`src/rtl/charlieplex_scroller.sv`:
```
// Scrolling column display: buffers 5-bit columns in a FIFO and shifts one column into
// a 7-column window every TicksPerStep clocks. Each new window is written as 5 rows over Wishbone.
module charlieplex_scroller #(
  parameter int TicksPerStep = 1000000,
  parameter int Depth        = 8
) (
  input  logic                     clk_i,
  input  logic                     rst_ni,
  input  logic                     col_valid_i,
  output logic                     col_ready_o,
  input  logic [4:0]               col_data_i,
  output logic                     wb_we_o,
  output logic                     wb_stb_o,
  input  logic                     wb_ack_i,
  output logic [3:0]               wb_adr_o,
  output logic [7:0]               wb_dat_o,
  input  logic [7:0]               wb_dat_i,
  output logic [$clog2(Depth):0]   fifo_level_o
);

  localparam int AW = $clog2(Depth);
  localparam int LW = AW + 1;
  localparam int CW = $clog2(TicksPerStep);

  typedef enum logic [1:0] {INIT, IDLE, WRITE} state_e;

  state_e          state_q, state_d;
  logic [4:0]      mem [Depth];
  logic [AW-1:0]   wr_ptr, rd_ptr;
  logic [LW-1:0]   level;
  logic [CW-1:0]   cnt_q;
  logic            tick, pending_q, step_req;
  logic            push, pop, empty;
  logic [6:0][4:0] win_q;
  logic [2:0]      row_q;
  logic            last_row, stb_q, ack_ok;
  logic [6:0]      row_bits;
  logic            unused_dat;

  assign unused_dat  = ^wb_dat_i;
  assign empty       = (level == '0);
  assign col_ready_o = (level != LW'(Depth));
  assign push        = col_valid_i && col_ready_o;
  assign tick        = (cnt_q == CW'(TicksPerStep - 1));
  assign step_req    = tick || pending_q;
  assign pop         = (state_q == IDLE) && step_req && !empty;
  assign last_row    = (row_q == 3'd4);
  assign ack_ok      = stb_q && wb_ack_i;
  assign fifo_level_o = level;

  always_ff @(posedge clk_i) begin
    if (push) mem[wr_ptr] <= col_data_i;
  end

  always_ff @(posedge clk_i or negedge rst_ni) begin
    if (!rst_ni) begin
      wr_ptr <= '0;
      rd_ptr <= '0;
      level  <= '0;
    end else begin
      if (push) wr_ptr <= wr_ptr + AW'(1);
      if (pop)  rd_ptr <= rd_ptr + AW'(1);
      case ({push, pop})
        2'b10:   level <= level + LW'(1);
        2'b01:   level <= level - LW'(1);
        default: level <= level;
      endcase
    end
  end

  // A step that lands mid-burst is remembered once; further ticks fold into the same flag.
  always_ff @(posedge clk_i or negedge rst_ni) begin
    if (!rst_ni) begin
      cnt_q     <= '0;
      pending_q <= 1'b0;
    end else begin
      cnt_q <= tick ? '0 : cnt_q + CW'(1);
      if (state_q == IDLE) begin
        if (step_req) pending_q <= 1'b0;
      end else if (tick) begin
        pending_q <= 1'b1;
      end
    end
  end

  always_ff @(posedge clk_i or negedge rst_ni) begin
    if (!rst_ni) begin
      win_q   <= '0;
      row_q   <= '0;
      stb_q   <= 1'b0;
      state_q <= INIT;
    end else begin
      if (pop) win_q <= {mem[rd_ptr], win_q[6:1]};
      if (ack_ok) row_q <= last_row ? 3'd0 : row_q + 3'd1;
      stb_q   <= (state_d != IDLE);
      state_q <= state_d;
    end
  end

  always_comb begin
    state_d = state_q;
    case (state_q)
      INIT, WRITE: if (ack_ok && last_row) state_d = IDLE;
      IDLE:        if (pop) state_d = WRITE;
      default:     state_d = INIT;
    endcase
  end

  for (genvar c = 0; c < 7; c++) begin : g_row
    assign row_bits[c] = win_q[c][row_q];
  end

  // Strobe is registered so reset forces it low immediately even though INIT is the reset state.
  always_comb begin
    wb_stb_o = stb_q;
    wb_we_o  = stb_q;
    wb_adr_o = stb_q ? {1'b0, row_q} : 4'd0;
    wb_dat_o = stb_q ? {1'b0, row_bits} : 8'd0;
  end

endmodule

```
`config.mk`:
```
export PLATFORM = sky130hd
export DESIGN_NAME = charlieplex_scroller
export DESIGN_NICKNAME = d
export VERILOG_FILES = /design/src/rtl/charlieplex_scroller.sv
export SDC_FILE = /design/constraint.sdc
export NUM_CORES = 1
export LEC_CHECK = 0
export CORE_MARGIN = 1
export CORE_UTILIZATION = 50
export DETAILED_ROUTE_END_ITERATION = 8
export HOLD_SLACK_MARGIN = 0.12
export PLACE_DENSITY = 0.77
export SKIP_CTS_REPAIR_TIMING = 1
export SYNTH_ARGS = -nofsm -noshare
export SYNTH_HDL_FRONTEND = slang
export SYNTH_SLANG_ARGS = --single-unit
export TNS_END_PERCENT = 1
```
`constraint.sdc`:
```
create_clock -name clk_i -period 2.6 [get_ports clk_i]
set_clock_uncertainty 0.1 [all_clocks]
set_input_delay 0.52 -clock clk_i [delete_from_list [all_inputs] [get_ports clk_i]]
set_output_delay 0.52 -clock clk_i [all_outputs]
set_load 0.02 [all_outputs]
```
==> results of run 1 <==
-- cells by family after synthesis --
family | count (synthesis) | synth area share, %
DFF | 112 | 60.4
and+or+nand+nor | 97 | 10.2
muxes | 62 | 17.9
AOI/OAI and AO/OA | 26 | 3.47
xor gates and xnor gates | 22 | 3.88
buffers and inverters | 20 | 2.11
adders and majority gates | 8 | 2.01
other | 1 | 0.0754
-- worst register-to-register path, cell delays in order, from the launching register on --
cell and delay (ns):
dfrtp_2 0.46, nor4b_1 0.30, nand2_1 0.15, nor3_4 0.22, o21a_2 0.21, ha_4 0.17, xor2_1 0.07, ha_1 0.18
a21oi_1 0.14, xor2_1 0.16, nor2_1 0.06, xor2_1 0.14
-- routing by layer --
layer	vias up	routed length (um)	global-route usage, %
met5	-	0	0
met4	0	114	7.02
met3	9	254	4.49
met2	39	3990	28.7
met1	1443	3840	23.0
li1	1352	-	-
-- path summary, 6_finish.rpt --
check / slack, ns / to / from / cells after the start
min reg2reg: 0.37 / state_q[1]$_DFF_PN0_ / state_q[1]$_DFF_PN0_ / 1
min: 0.37 / state_q[1]$_DFF_PN0_ / state_q[1]$_DFF_PN0_ / 1
min in group asynchronous: 0.46 / win_q[23]$_DFFE_PN0P_ / rst_ni / 2
max: 0.12 / fifo_level_o[2]$_DFFE_PN0P_ / cnt_q[8]$_DFF_PN0_ / 11
max in group asynchronous: 1.32 / fifo_level_o[1]$_DFFE_PN0P_ / rst_ni / 3
max reg2reg: 0.12 / fifo_level_o[2]$_DFFE_PN0P_ / cnt_q[8]$_DFF_PN0_ / 11
-- sequential cells by signal, summed over array words and instances, names as in the netlist --
| register | flops |
|---|---|
| mem | 40 |
| win_q | 35 |
| cnt_q | 20 |
| fifo_level_o | 4 |
| rd_ptr | 3 |
| row_q | 3 |
| wr_ptr | 3 |
| state_q | 2 |
| pending_q | 1 |
| wb_stb_o | 1 |
-- per-stage QoR --
stage	setup TNS, ns	hold slack (ns)
after floorplan	0	0.124
after global placement	0	0.335
after detailed placement	0	0.348
after CTS	-1.36	-0.0826
after global routing	0	0.410
final	0	0.371
-- power groups by stage --
stage	sequential (mW)	clock (mW)	combinational (mW)
6_report	2.07	0.993	0.502
5_1_grt	2.09	1.08	0.556
4_1_cts	2.07	1.01	0.510
3_5_place_dp	2.11	0	0.507
3_3_place_gp	2.10	0	0.494
2_1_floorplan	2.14	0	0.240
-- cell usage in the layout, fill, tap and decap left out, types with 3 or more instances in the layout --
master	instances
inv_1	3
edfxtp_1	40
inv_6	3
nand2b_1	10
dlymetal6s2s_1	7
nand3b_1	3
clkdlybuf4s50_1	17
xnor2_1	12
o21ai_0	6
nand4_1	7
xor2_1	10
nor2_1	22
a21boi_0	7
buf_4	17
mux4_2	17
nand3_1	17
or3_1	3
nor3_1	3
clkbuf_8	9
mux2_2	44
nand2_1	16
ha_1	6
dfrtp_1	71
and2_1	3
nor4_1	3
a21oi_1	4
-- cell type report --
cell class | count | area share, %
Clock buffer | 9 | 2.17
Clock inverter | 7 | 1.10
Inverter | 3 | 0.197
Multi-Input combinational cell | 217 | 33.3
Sequential cell | 112 | 52.6
Tap cell | 133 | 2.91
Timing Repair Buffer | 45 | 7.71
==> metrics.txt, run 1 <==
grt ovf 0; arrival time worst endpoint 2.64 ns; family with the most delay on the worst path simple AND/OR/NAND/NOR gates; Vias/cell 5.40; final cell count without fillers 526; nets 413; Worst Setup End Kind flip-flop; top_reg_cell synth dfrtp_1; die area 0.0103 mm2; status finished, final reports clean; DRT Wirelength 8200 um; Horiz. Die Dim 102 um; CP max-delay cell dfrtp_2; CTS buffer count 9; IO Count 36; routed vias 2843; Flop pwr share 58.1%; HPWL Detailed 5600 um; post-synthesis sequential area ratio 60.4%; drt drc 0; cell area after layout 0.00571 mm2; top post-synthesis cells by count dfrtp_1, mux2_2, edfxtp_1; count of state elements after synthesis 112; critical path type flip-flop to flip-flop; Max Cap Violations 0; CTS tree yes; average wire per standard cell 15.6 um; Synth-to-Final Area Change 14.8%; post-synth top area share 36.2%; Tcrit/Tclk final 95.3%; Syn Std Cell Area 0.00497 mm2; Worst-Margin Slew 0.703 ns; Pre-Repair DR Iteration Count 4; worst path bufs/invs 0; RSZ-0062 raised after global routing no; CP cell instances nor4b_1 > nand2_1 > nor3_4 > o21a_2 > ha_4 > xor2_1 > ha_1 > a21oi_1 > xor2_1 > nor2_1 > xor2_1; Leak 2.39 nW; GR Util All Layers 17.7%; Area contributors post-synth dfrtp_1, edfxtp_1, mux2_2, mux4_2, xnor2_1; Core ar. 0.00968 mm2; Final Setup Violations 0; Pint 2.58 mW; initial antenna violation count 0; pre-CTS WS 0.146 ns; H-Tree Level Count 3; row cnt 36; clk slew on worst S/H paths 0.11 ns; Worst path max stage delay 0.46 ns; area of the multi-input gates 0.00190 mm2; Hold Vio Cnt, Final 0; Worst EP required 2.77 ns; share of cells above drive strength 1 26.7%; number of global-route vias before repair 2914; Synth async-reset ratio 64.3%; post-synth cell types 43; Skew-Pair Late Insertion Delay 0.38 ns; clock sink total 112; area leader, netlist dfrtp_1; startpoint types flip-flop; CP dominant cell by count xor2_1; Placer Congestion 0.748; count of flip-flops with a built-in enable after synthesis 40; Post-Syn Area per Cell 14.3 um2; Filler Cell Count 751; Switching Share 27.7%; DP Area 0.00548 mm2; die height 102 um; most frequent cell after synthesis dfrtp_1; max-slew violations 0; Tmin final 2.48 ns; 1st-iter DRT viols 126; Clock Tree Buf Depth 2; Cells after DPL 509; total power 3.57 mW; Hold WC Path Type flip-flop to flip-flop; Slew headroom 52.7%; final setup margin 0.121 ns; combinational power share 14.1%; Final ANT Viol Nets 0; pwr dens 625 mW/mm2; number of diodes 0; CTS Root Cell clkbuf_8; P_sw 0.987 mW; PortBufs 25; Storage cell area 0.00300 mm2; Clk pwr share 27.8%; YS warnings 0; first-pass GRT wire length 13700 um; cells after synthesis 348; Fmax achieved 403 MHz; Peak VDD IR 0.000320 V; CP max FO 5; Initial Util 51.3%; pin count of the biggest net entering global routing 60; Finished Core Util 59.0%
Power figures use the tool's default switching activity.
==> run 2: changes to the inputs <==
--- a/config.mk
+++ b/config.mk
@@ -5,12 +5,13 @@
 export SDC_FILE = /design/constraint.sdc
 export NUM_CORES = 1
 export LEC_CHECK = 0
-export CORE_MARGIN = 1
+export CORE_MARGIN = 3
 export CORE_UTILIZATION = 50
 export DETAILED_ROUTE_END_ITERATION = 8
 export HOLD_SLACK_MARGIN = 0.12
 export PLACE_DENSITY = 0.77
 export SKIP_CTS_REPAIR_TIMING = 1
+export SKIP_LAST_GASP = 1
 export SYNTH_ARGS = -nofsm -noshare
 export SYNTH_HDL_FRONTEND = slang
 export SYNTH_SLANG_ARGS = --single-unit
==> run 2 against run 1 <==
Net effect:
- routed wire length is 2.5% higher
- core utilization increased by 1.1 points
- clock-buffer cell count is the same
- first-iteration DRC count grew 3.2%
- worst setup slack worse by 0.064 ns
- sequential share of layout area rose by 0.30 points
- final area shrank 0.48%
- critical path type unchanged
- maximum frequency is 2.5% lower
- hold slack improved by 0.0028 ns
- clock power grew 4%
==> metrics.txt, run 2 (synthesis results as in run 1) <==
Tmin final 2.54 ns (+0.0636 ns); pwr dens 634 mW/mm2 (+1.5%); commonest non-fill, non-tap cells in the layout dfrtp_1, mux2_2, edfxtp_1, nor2_1; Worst-Margin Slew 0.695 ns (-0.00740 ns); Hold Vio Cnt, Final 0 (unchanged); die height 106 um (+3.9%); hold endpoint state_q[1]$_DFF_PN0_; number of global-route vias before repair 2944 (+1.0%); Pre-Repair DR Iteration Count 4 (unchanged); Initial Util 52.6% (+1.2 points); final setup margin 0.0576 ns (-0.0636 ns); Finished Core Util 60.1% (+1.1 points); drt drc 0 (unchanged); routed vias 2859 (+0.56%); Final Setup Violations 0 (unchanged); DP Area 0.00545 mm2 (-0.59%); max reg flops 40 (unchanged); worst hold slack 0.374 ns (+0.00281 ns); DR WL met3 296 um (+17%); Final ANT Viol Nets 0 (unchanged); pin count of the biggest net entering global routing 73 (+22%); CTS buffer count 9 (unchanged); clk slew on worst S/H paths 0.11 ns (about the same); clock sink total 112 (unchanged); share of cells above drive strength 1 26.3% (-0.37 points); met2 WL post-DR 4260 um (+6.7%); DRT Wirelength 8400 um (+2.5%); hold path depth 1 (unchanged); Worst Setup End Kind flip-flop; row cnt 35 (-2.8%); RSZ-0062 raised after global routing yes; startpoint types flip-flop; status finished, final reports clean; PortBufs 25 (unchanged); Placer Congestion 0.746 (-0.27%); Metal-1 WL 3760 um (-2.0%); 1st-iter DRT viols 130 (+3.2%); pre-CTS WS -0.00659 ns (-0.152 ns); Leak 2.38 nW (-0.66%); Hold WC Path Type flip-flop to flip-flop; Max Cap Violations 0 (unchanged); Regs by FF count mem x40, win_q x35, cnt_q x20; critical path type flip-flop to flip-flop; nets 411 (-0.48%); max layer used met4; hold wc startpoint state_q[1]$_DFF_PN0_; Reg-to-Reg End fifo_level_o[2]$_DFFE_PN0P_; die area 0.0112 mm2 (+8.0%); number of diodes 0 (unchanged); arrival time worst endpoint 2.71 ns (+0.07 ns); Synth-to-Final Area Change 14.3%; IO Count 36 (unchanged); Core ar. 0.00946 mm2 (-2.3%); cell area after layout 0.00568 mm2 (-0.48%); Vias/cell 5.50 (+1.7%); Slew headroom 53.2% (+0.50 points); R2R cell count 12 (+1); Horiz. Die Dim 106 um (+3.9%); most common cell after layout, fill and taps aside dfrtp_1; max-slew violations 0 (unchanged); CTS Root Cell clkbuf_8; H-Tree Level Count 3 (unchanged); GR Util All Layers 16.2% (-1.5 points); grt ovf 0 (unchanged); Fmax achieved 393 MHz (-2.5%); first-pass GRT wire length 14400 um (+5.3%); initial antenna violation count 0 (unchanged); Tcrit/Tclk final 97.8% (+2.4 points); CP max FO 5 (unchanged); CTS tree yes; Worst EP required 2.76 ns (about the same); Reg with most FFs mem; Peak VDD IR 0.000428 V (+34%); FF-to-FF setup slack 0.06 ns (-0.06 ns); average wire per standard cell 16.2 um (+3.7%); HPWL Detailed 5560 um (-0.78%); Worst R2R Start cnt_q[0]$_DFF_PN0_; Clock Tree Buf Depth 2 (unchanged); Skew-Pair Late Insertion Delay 0.37 ns (about the same)
==> run 2: power by group <==
group	internal [mW]	switching, mW	leakage (nW)
Clock	0.389	0.644	0.104
Combinational	0.230	0.266	0.942
Sequential	1.98	0.0980	1.33
Total	2.60	1.01	2.38
==> run 2: routing by layer <==
layer,GRT usage [%],vias up
met1,21.7,1446
met4,4.44,0
met2,27.0,55
li1,-,1352
met3,3.61,6
met5,0,-
==> run 2: worst max-delay path, stage by stage, from the launching register on <==
cell and delay [ns]:
dfrtp_1 0.41, ha_2 0.23, and4_2 0.24, nand2_1 0.09
nor3_2 0.19, o21a_2 0.23, ha_4 0.18, xor2_1 0.07
ha_1 0.18, a21oi_1 0.15, xor2_1 0.17, nor2_1 0.06
xor2_1 0.14
==> run 2: worst max-delay path by stage <==
stage / startpoint / to / slack (ns)
6_report: cnt_q[0]$_DFF_PN0_ / fifo_level_o[2]$_DFFE_PN0P_ / 0.06
5_1_grt: cnt_q[0]$_DFF_PN0_ / fifo_level_o[2]$_DFFE_PN0P_ / -0.11
4_1_cts: row_q[0]$_DFFE_PN0P_ / wb_dat_o[5] / -0.43
3_5_place_dp: row_q[0]$_DFFE_PN0P_ / wb_dat_o[5] / -0.007
3_3_place_gp: row_q[0]$_DFFE_PN0P_ / wb_dat_o[6] / 0.01
2_1_floorplan: cnt_q[0]$_DFF_PN0_ / fifo_level_o[2]$_DFFE_PN0P_ / 0.05
==> run 2: cell type report <==
class                           instances  area (um2)
Inverter                                3        11.3
Fill cell                             750        3780
Clock buffer                            9         124
Tap cell                              129         161
Sequential cell                       112        3010
Timing Repair Buffer                   43         413
Multi-Input combinational cell        217        1880
Clock inverter                          7        81.3
==> run 2: through the flow <==
stage	total power, mW	instances	TNS [ns]
floorplan	2.38	349	0
finish	3.60	520	0
detailed placement	2.61	503	-0.0188
CTS	3.63	519	-2.91
global placement	2.58	503	0
global route	3.80	520	-0.380
==> run 3: changes to the inputs <==
--- a/config.mk
+++ b/config.mk
@@ -5,6 +5,7 @@
 export SDC_FILE = /design/constraint.sdc
 export NUM_CORES = 1
 export LEC_CHECK = 0
+export CORE_ASPECT_RATIO = 0.9
 export CORE_MARGIN = 3
 export CORE_UTILIZATION = 50
 export DETAILED_ROUTE_END_ITERATION = 8
@@ -15,4 +16,4 @@
 export SYNTH_ARGS = -nofsm -noshare
 export SYNTH_HDL_FRONTEND = slang
 export SYNTH_SLANG_ARGS = --single-unit
-export TNS_END_PERCENT = 1
+export TNS_END_PERCENT = 30
==> run 3 against run 2 <==
Net effect:
- the run now ends with setup timing left
- register-to-register slack better by 0.03 ns
- sequential share of layout area up 0.19 points
- power down 1.5%
- routed wire length up 2.0%
- die area about the same
- global-route usage up 0.30 points
- via count up 0.10%
- maximum frequency down 7.9%
- critical endpoint is now wb_dat_o[5]
==> metrics.txt, run 3 (synthesis results as in run 1) <==
Initial Util 52.8% (+0.25 points); Tcrit/Tclk final 106% (+8.4 points); H-Tree Level Count 3 (unchanged); Horiz. Die Dim 111 um (+5.1%); Storage cell area 0.00301 mm2 (about the same); number of diodes 0 (unchanged); Tmin final 2.76 ns (+0.217 ns); failing checks setup timing; RSZ-0062 raised after global routing yes; Filler Cell Count 740 (-1.3%); commonest non-fill, non-tap cells in the layout dfrtp_1, mux2_2, edfxtp_1, clkdlybuf4s50_1, nor2_1; critical path type flip-flop to primary output; Regs by FF count mem x40, win_q x35, cnt_q x20; CTS tree yes; Vias/cell 5.56 (+1.1%); PortBufs 25 (unchanged); nets 413 (+0.49%); max-slew violations 0 (unchanged); worst hold slack 0.388 ns (+0.0138 ns); Final Setup Violations 6 (+6); Worst-Margin Slew 0.745 ns (+0.0492 ns); Worst Setup End Kind primary output; routed vias 2862 (+0.10%); Clock Tree Buf Depth 2 (unchanged); CP max FO 9 (+4); DP Area 0.00546 mm2 (+0.21%); Skew-Pair Late Insertion Delay 0.37 ns (about the same); 1st-iter DRT viols 159 (+22%); clock sink total 112 (unchanged); pwr dens 627 mW/mm2 (-1.1%); DRT Wirelength 8570 um (+2.0%); status finished with violations; Hold WC Path Type flip-flop to flip-flop; die area 0.0112 mm2 (about the same); Worst R2R Start cnt_q[0]$_DFF_PN0_; setup_tns -0.886 ns (-0.886 ns); CTS buffer count 9 (unchanged); startpoint types flip-flop; Slew headroom 50.4% (-2.9 points); max reg flops 40 (unchanged); CP max-delay cell mux4_2; arrival time worst endpoint 2.14 ns (-0.57 ns); initial antenna violation count 0 (unchanged); Synth-to-Final Area Change 13.8%; IO Count 36 (unchanged); average wire per standard cell 16.6 um (+3.0%); Core ar. 0.00941 mm2 (-0.48%); final setup margin -0.160 ns (-0.217 ns); Pre-Repair DR Iteration Count 4 (unchanged); GR Util All Layers 16.5% (+0.30 points); number of global-route vias before repair 2971 (+0.92%); area of the multi-input gates 0.00188 mm2 (unchanged); row cnt 33 (-5.7%); Hold Vio Cnt, Final 0 (unchanged); die height 101 um (-4.8%); critical path startpoint row_q[0]$_DFFE_PN0P_; pin count of the biggest net entering global routing 43 (-41%); cell area after layout 0.00566 mm2 (-0.40%); Reg with most FFs mem; Leak 2.26 nW (-5.0%); grt ovf 0 (unchanged); hold wc startpoint state_q[1]$_DFF_PN0_; Worst EP required 1.98 ns (-0.78 ns); Placer Congestion 0.787 (+5.4%); Max Cap Violations 0 (unchanged); most common cell after layout, fill and taps aside dfrtp_1; clk slew on worst S/H paths 0.10 ns (about the same); drt drc 0 (unchanged); share of cells above drive strength 1 26.7% (+0.37 points); HPWL Detailed 5980 um (+7.4%); Final ANT Viol Nets 0 (unchanged); first-pass GRT wire length 14800 um (+2.2%); Worst path max stage delay 0.54 ns (+0.13 ns); Finished Core Util 60.1% (about the same); CP cell instances mux4_2 > nand2b_1 > a21boi_0 > clkdlybuf4s50_1; Peak VDD IR 0.000629 V (+47%); Fmax achieved 362 MHz (-7.9%); CTS Root Cell clkbuf_8
run 3: cell count changes in the layout (fill, tap and decap cells not counted), sizes merged:
cell           previous run  this run
buf                      18        20
clkbuf                    9        10
clkdlybuf4s50            17        23
clkinv                    2         1
clkinvlp                  0         2
dlymetal6s2s              7         1
inv                       8         6
run 3: path summary, 6_finish.rpt:
path                            slack (ns)  depth (start not counted)                          end
worst max register to register        0.09                         12  fifo_level_o[2]$_DFFE_PN0P_
worst min-delay path                  0.39                          1         state_q[1]$_DFF_PN0_
worst min register to register        0.39                          1         state_q[1]$_DFF_PN0_
min in group asynchronous             0.64                          2        win_q[14]$_DFFE_PN0P_
max in group asynchronous             1.06                          3           cnt_q[9]$_DFF_PN0_
worst max-delay path                 -0.16                          4                  wb_dat_o[5]
run 3: area by class of cell:
| type | instances | area share [%] |
|---|---|---|
| clock buffers | 10 | 2.26 |
| multi-input cells | 217 | 33.3 |
| clock inverters | 6 | 0.929 |
| well taps | 122 | 2.70 |
| inverters | 3 | 0.199 |
| flip-flops and latches | 112 | 53.1 |
| repair buffers | 45 | 7.52 |
run 3: worst max-delay path, delay by kind of cell (launching register included):
family	cells	cell delay [ns]
mux	1	0.54
compound gates	1	0.07
flops	1	0.53
simple gates	1	0.09
buf+inv	1	0.54
run 3: report_power, final:
| group | total (mW) | internal, mW | switching (mW) |
|---|---|---|---|
| combinational | 0.529 | 0.245 | 0.284 |
| sequential | 2.06 | 1.98 | 0.0876 |
| clock | 0.955 | 0.365 | 0.590 |
run 3: per-stage QoR:
step | setup slack, ns | power (mW) | std cells
floorplan | 0.0471 | 2.38 | 349
global placement | 0.0618 | 2.60 | 497
detailed placement | 0.0479 | 2.64 | 497
CTS | -0.379 | 3.59 | 513
global route | -0.283 | 3.73 | 515
finish | -0.160 | 3.55 | 515
run 3: metal layers:
layer	track usage (%)	wire (um)	vias to the layer above	share of wire [%]
li1	-	-	1353	-
met1	22.9	4120	1457	48
met2	26.2	4070	40	48
met3	3.72	240	12	2.8
met4	5.99	136	0	1.6
met5	0	0	-	0
